`src/rtl/mem_arbiter_if.sv`:
```
// Bus bundle between the fetch/data requesters, the arbiter and the single-port memory.
interface mem_arbiter_if;
  logic        if_req;
  logic [31:0] if_addr;
  logic        if_gnt;
  logic        if_valid;
  logic [31:0] if_rdata;

  logic        d_req;
  logic        d_we;
  logic [31:0] d_addr;
  logic [31:0] d_wdata;
  logic        d_gnt;
  logic        d_valid;
  logic [31:0] d_rdata;

  logic        mem_en;
  logic        mem_we;
  logic [31:0] mem_addr;
  logic [31:0] mem_wdata;
  logic [31:0] mem_rdata;

  modport slave (
    input  if_req, if_addr, d_req, d_we, d_addr, d_wdata, mem_rdata,
    output if_gnt, if_valid, if_rdata, d_gnt, d_valid, d_rdata,
           mem_en, mem_we, mem_addr, mem_wdata
  );

  modport master (
    output if_req, if_addr, d_req, d_we, d_addr, d_wdata, mem_rdata,
    input  if_gnt, if_valid, if_rdata, d_gnt, d_valid, d_rdata,
           mem_en, mem_we, mem_addr, mem_wdata
  );
endinterface

```
`src/rtl/mem_arbiter.sv`:
```
// Two-requester arbiter for a single-port, 1-cycle-latency memory: data wins,
// except that a fetch denied MAX_WAIT cycles in a row takes the next slot.
module mem_arbiter #(
  parameter int unsigned MAX_WAIT = 3
) (
  input  logic          CLOCK_50,
  input  logic          reset,
  mem_arbiter_if.slave  bus
);

  typedef enum logic [1:0] {
    NONE  = 2'd0,
    IF_RD = 2'd1,
    D_RD  = 2'd2,
    D_WR  = 2'd3
  } resp_st_t;

  localparam logic [2:0] MAX_WAIT_C = 3'(MAX_WAIT);

  resp_st_t   resp_st_q, resp_st_d;
  logic [2:0] wait_cnt_q, wait_cnt_d;
  logic       if_win, d_win;

  // Grants are combinational and forced low while reset is held.
  always_comb begin
    if_win = 1'b0;
    d_win  = 1'b0;
    if (!reset) begin
      if_win = bus.if_req && (!bus.d_req || (wait_cnt_q == MAX_WAIT_C));
      d_win  = bus.d_req && !if_win;
    end
  end

  always_comb begin
    bus.if_gnt    = if_win;
    bus.d_gnt     = d_win;
    bus.mem_en    = if_win | d_win;
    bus.mem_we    = 1'b0;
    bus.mem_addr  = 32'h0;
    bus.mem_wdata = 32'h0;
    if (if_win) begin
      bus.mem_addr = bus.if_addr;
    end else if (d_win) begin
      bus.mem_we    = bus.d_we;
      bus.mem_addr  = bus.d_addr;
      bus.mem_wdata = bus.d_wdata;
    end
  end

  always_comb begin
    wait_cnt_d = 3'd0;
    if (bus.if_req && !if_win) begin
      wait_cnt_d = (wait_cnt_q == MAX_WAIT_C) ? wait_cnt_q : wait_cnt_q + 3'd1;
    end

    resp_st_d = NONE;
    if (if_win) begin
      resp_st_d = IF_RD;
    end else if (d_win) begin
      resp_st_d = bus.d_we ? D_WR : D_RD;
    end
  end

  always_ff @(posedge CLOCK_50 or posedge reset) begin
    if (reset) begin
      resp_st_q  <= NONE;
      wait_cnt_q <= 3'd0;
    end else begin
      resp_st_q  <= resp_st_d;
      wait_cnt_q <= wait_cnt_d;
    end
  end

  always_comb begin
    bus.if_valid = (resp_st_q == IF_RD);
    bus.d_valid  = (resp_st_q == D_RD) || (resp_st_q == D_WR);
    bus.if_rdata = (resp_st_q == IF_RD) ? bus.mem_rdata : 32'h0;
    bus.d_rdata  = (resp_st_q == D_RD)  ? bus.mem_rdata : 32'h0;
  end

endmodule

```
`src/flat_wrapper.sv`:
```
// flat-port wrapper written by rule: the top's interface ports become plain ports
module mem_arbiter_flat 
#(
  parameter int unsigned MAX_WAIT = 3
)
  (CLOCK_50, reset, bus_if_req, bus_if_addr, bus_d_req, bus_d_we, bus_d_addr, bus_d_wdata, bus_mem_rdata, bus_if_gnt, bus_if_valid, bus_if_rdata, bus_d_gnt, bus_d_valid, bus_d_rdata, bus_mem_en, bus_mem_we, bus_mem_addr, bus_mem_wdata);
  mem_arbiter_if bus_i ();
  input  logic CLOCK_50;
  input  logic reset;
  input wire logic [$bits(bus_i.if_req)-1:0] bus_if_req;
  input wire logic [$bits(bus_i.if_addr)-1:0] bus_if_addr;
  input wire logic [$bits(bus_i.d_req)-1:0] bus_d_req;
  input wire logic [$bits(bus_i.d_we)-1:0] bus_d_we;
  input wire logic [$bits(bus_i.d_addr)-1:0] bus_d_addr;
  input wire logic [$bits(bus_i.d_wdata)-1:0] bus_d_wdata;
  input wire logic [$bits(bus_i.mem_rdata)-1:0] bus_mem_rdata;
  output wire logic [$bits(bus_i.if_gnt)-1:0] bus_if_gnt;
  output wire logic [$bits(bus_i.if_valid)-1:0] bus_if_valid;
  output wire logic [$bits(bus_i.if_rdata)-1:0] bus_if_rdata;
  output wire logic [$bits(bus_i.d_gnt)-1:0] bus_d_gnt;
  output wire logic [$bits(bus_i.d_valid)-1:0] bus_d_valid;
  output wire logic [$bits(bus_i.d_rdata)-1:0] bus_d_rdata;
  output wire logic [$bits(bus_i.mem_en)-1:0] bus_mem_en;
  output wire logic [$bits(bus_i.mem_we)-1:0] bus_mem_we;
  output wire logic [$bits(bus_i.mem_addr)-1:0] bus_mem_addr;
  output wire logic [$bits(bus_i.mem_wdata)-1:0] bus_mem_wdata;
  assign bus_i.if_req = bus_if_req;
  assign bus_i.if_addr = bus_if_addr;
  assign bus_i.d_req = bus_d_req;
  assign bus_i.d_we = bus_d_we;
  assign bus_i.d_addr = bus_d_addr;
  assign bus_i.d_wdata = bus_d_wdata;
  assign bus_i.mem_rdata = bus_mem_rdata;
  assign bus_if_gnt = bus_i.if_gnt;
  assign bus_if_valid = bus_i.if_valid;
  assign bus_if_rdata = bus_i.if_rdata;
  assign bus_d_gnt = bus_i.d_gnt;
  assign bus_d_valid = bus_i.d_valid;
  assign bus_d_rdata = bus_i.d_rdata;
  assign bus_mem_en = bus_i.mem_en;
  assign bus_mem_we = bus_i.mem_we;
  assign bus_mem_addr = bus_i.mem_addr;
  assign bus_mem_wdata = bus_i.mem_wdata;
  mem_arbiter #(.MAX_WAIT(MAX_WAIT)) u_core (.CLOCK_50(CLOCK_50), .reset(reset), .bus(bus_i));
endmodule
```
`config.mk`:
```
export PLATFORM = sky130hd
export DESIGN_NAME = mem_arbiter_flat
export DESIGN_NICKNAME = d
export VERILOG_FILES = /design/src/rtl/mem_arbiter_if.sv /design/src/rtl/mem_arbiter.sv /design/src/flat_wrapper.sv
export SDC_FILE = /design/constraint.sdc
export NUM_CORES = 1
export LEC_CHECK = 0
export ABC_AREA = 0
export CORE_AREA = 2 2 104 106
export CTS_CLUSTER_SIZE = 24
export DETAILED_ROUTE_END_ITERATION = 16
export DIE_AREA = 0 0 106 108
export PLACE_DENSITY = 0.63
export SETUP_SLACK_MARGIN = 0.5
export SYNTH_ARGS = -nofsm -noshare
export SYNTH_HDL_FRONTEND = slang
export SYNTH_SLANG_ARGS = --single-unit
```
`constraint.sdc`:
```
create_clock -name CLOCK_50 -period 2.4 [get_ports CLOCK_50]
set_input_delay 0.48 -clock CLOCK_50 [delete_from_list [all_inputs] [get_ports CLOCK_50]]
set_output_delay 0.48 -clock CLOCK_50 [all_outputs]
set_load 0.02 [all_outputs]
```
==> flow_summary.toml <==
[grt]
via_count_of_the_first_global_routing_pass = 2707
antenna_found_initial = 0
grt_pass1_wl_mm = 14.38
grt_start_max_net_pins = 30
grt_util_all_layers_pct = 15.78
globalRoute.totalOverflow = 0

[routing]
totalWireLength_mm = 10.76
antenna_nets_post_route = 0
detailedRoute.firstIterationViolations = 67
drc_errors = 0
vias_per_cell = 4.295
detail_route.wl_per_cell_um = 16.86
via_count = 2740
firstDrtPassIters = 4

[critical_path]
worstPathBufferInverterCount = 2
worstSetupStartpointType = "flop"
worstSetupEndpointType = "primary output"
worst_path_depth = 7
cp.required_ns = 1.92
cp_slowest_stage_delay_ns = 0.37
kind_of_critical_path = "flop to primary output"
cp_data_arrival_time_ns = 1.83
rr_worst_depth = 7
critPathSlowestCell = "sky130_fd_sc_hd__dfrtp_1"
critical_path.max_fanout = 14
cpLargestDelayFamily = "adder cells"
crit_chain = "ha_2 > ha_4 > nand2b_4 > buf_12 > a32oi_2 > nor2_2 > buf_4"

[clock_network]
cts_made_buffers = 3
clk_path_buf_depth = 2
worst_setup_hold_path_clk_slew_ns = 0.03
cts.htree.levels = 1
clk_latency_ns = 0.22
ctsRootBufferMaster = "sky130_fd_sc_hd__clkbuf_8"
clock_tree_from_tritoncts = "built"
cts_num_sinks = 5

[finish]
mostFrequentLayoutCells = "sky130_fd_sc_hd__clkdlybuf4s50_1, sky130_fd_sc_hd__and2_1, sky130_fd_sc_hd__buf_2"
fillCellCount = 1042
final_net_count = 638
area_growth_syn_to_layout_pct = 237.5
layout-drive-gt1-share_pct = 56.57
final_util_pct = 48.75
layout_commonest_cell = "sky130_fd_sc_hd__clkdlybuf4s50_1"
multiInputGateArea_um2 = 1639
ff_latch_area_um2 = 125.1
antenna_cells = 0

[pwr]
static-leakage-power_nw = 2.239
switching_power_mw = 0.5070
pwr-share-clk_pct = 11.9
max-vdd-ir-drop_mv = 0.1297
internal_power_mw = 0.7920
power_frac_comb_pct = 80.4
report.power.total_mw = 1.299
power.density_cell_area_nw_per_um2 = 260.5
power.switching_fraction_pct = 39.03
power.sequential.fraction_pct = 7.8

[yosys]
ys_seq_area_share_pct = 8.467
post_synth_inst_count = 218
average_cell_area_after_synthesis_um2 = 6.778
asyncSetResetFlopFracSynth_pct = 100.0
synth_nets = 353
postSynthRegisterBits = 5
synth.lib_cells_used.distinct = 22
synth_flop_cell = "sky130_fd_sc_hd__dfrtp_1"
synth.yosys.warnings = 0
synth-edff-count = 0
mappedNetlistArea_um2 = 1478

[floorplanning]
fp.dieW_um = 106
ioPinCount = 267
coreArea_um2 = 10230
fp-row-count = 37
die-height_um = 108
initial_core_util_pct = 14.44
die_area_um2 = 11450

[sta]
worstMarginPinSlew_ns = 0.4697
setup-tns-final_ns = 0
final.hold.worst_slack_ns = 0.3923
layout_worst_path_cycle_share_pct = 96.07
report.final.setup_viol = 0
slew_viol_final = 0
final-hold-violation-count = 0
worst_max_slew_margin_expressed_relative_to_the_limit_pct = 68.69
rsz0062_at_grt = "true"
fmax_ghz = 0.4337
fin_worst_skew_ns = 0.0002071
finalCriticalPeriod_ns = 2.306
final_critical_path_setup_slack_ns = 0.09439

[place]
dp_slack_ns = -0.4394
port-buffer-count = 266
place_hpwl_mm = 7.689
finalWeightedCongestion = 0.8733

[flow_run]
cap_viol_max_count = 0

[hold_path]
timing.hold.worst.class = "primary input to async pin"

[outcome]
run_status = "finished clean"
==> sequential cells by signal, summed over array words and instances (netlist names) <==
name and count:
u_core.wait_cnt_q 3, u_core.resp_st_q 2
==> cell families after synthesis <==
kind of cell             after synthesis  share of synthesized area [%]
flip-flops                             5                          8.467
buffers and inverters                 30                          12.36
AO/OA/AOI/OAI                         41                          24.22
multiplexers                           1                         0.6774
XOR/XNOR                               1                         0.5928
adder cells (fa/ha/maj)                2                          1.693
AND/OR/NAND/NOR                      138                          51.99
==> cell type report <==
| type | instances | area share, % |
|---|---|---|
| clock buffers | 4 | 0.9032 |
| inverters | 4 | 0.3011 |
| repair buffers | 306 | 60.01 |
| multi-input cells | 183 | 32.87 |
| well taps | 136 | 3.412 |
| flip-flops and latches | 5 | 2.509 |
==> final timing paths <==
kind	startpoint	end	slack, ns
max	u_core.wait_cnt_q[0]	bus_mem_addr[26]	0.09
min	reset	u_core.wait_cnt_q[2]	0.39
max reg2reg	u_core.wait_cnt_q[0]	u_core.resp_st_q[0]	0.85
min reg2reg	u_core.wait_cnt_q[2]	u_core.wait_cnt_q[2]	0.54
max in group asynchronous	reset	u_core.resp_st_q[1]	1.83
min in group CLOCK_50	u_core.wait_cnt_q[2]	u_core.wait_cnt_q[2]	0.54
==> what timing repair did <==
action | in CTS | in global routing
buffers inserted | 4 | 4
hold buffers | 0 | 0
pin swaps | 11 | 18
endpoints found under the setup margin | 133 | 132
gates resized for setup | 563 | 132
gates cloned | 4 | 10
==> power groups by stage <==
stage	clock (mW)	sequential (mW)	combinational (mW)
after floorplan	0	0.100	0.401
after global placement	0	0.100	0.887
after detailed placement	0	0.101	0.898
after CTS	0.159	0.101	0.951
after global routing	0.167	0.102	1.11
final	0.154	0.101	1.04
==> worst reg2reg max path: cells and delay by family (launching register included) <==
family / cells / cell delay (ns)
buffers and inverters: 2 / 0.31
DFF: 1 / 0.37
adders and majority gates: 2 / 0.39
AOI/OAI and AO/OA: 1 / 0.05
and+or+nand+nor: 2 / 0.34
==> cell usage after synthesis (all sizes together), types with 3 or more instances <==
master	number	area share, %
clkbuf	9	2.3
dfrtp	5	8.5
a21oi	3	1.0
nand2	4	1.0
buf	17	9.1
nor2	34	8.6
a32oi	32	19
and2	97	41
inv	4	1.0
==> routing by layer <==
metal | share of wire, % | track usage [%]
met4 | 2.0 | 4.135
met2 | 55 | 30.92
met5 | 0 | 0
met3 | 9.8 | 4.461
met1 | 33 | 16.45
==> through the flow <==
step / cells / cell area [µm²]
3_3_place_gp: 612 / 4503
3_5_place_dp: 612 / 4503
2_1_floorplan: 218 / 1663
4_1_cts: 624 / 4857
6_report: 638 / 4987
5_1_grt: 638 / 4987
(Power assumes the default switching activity.)
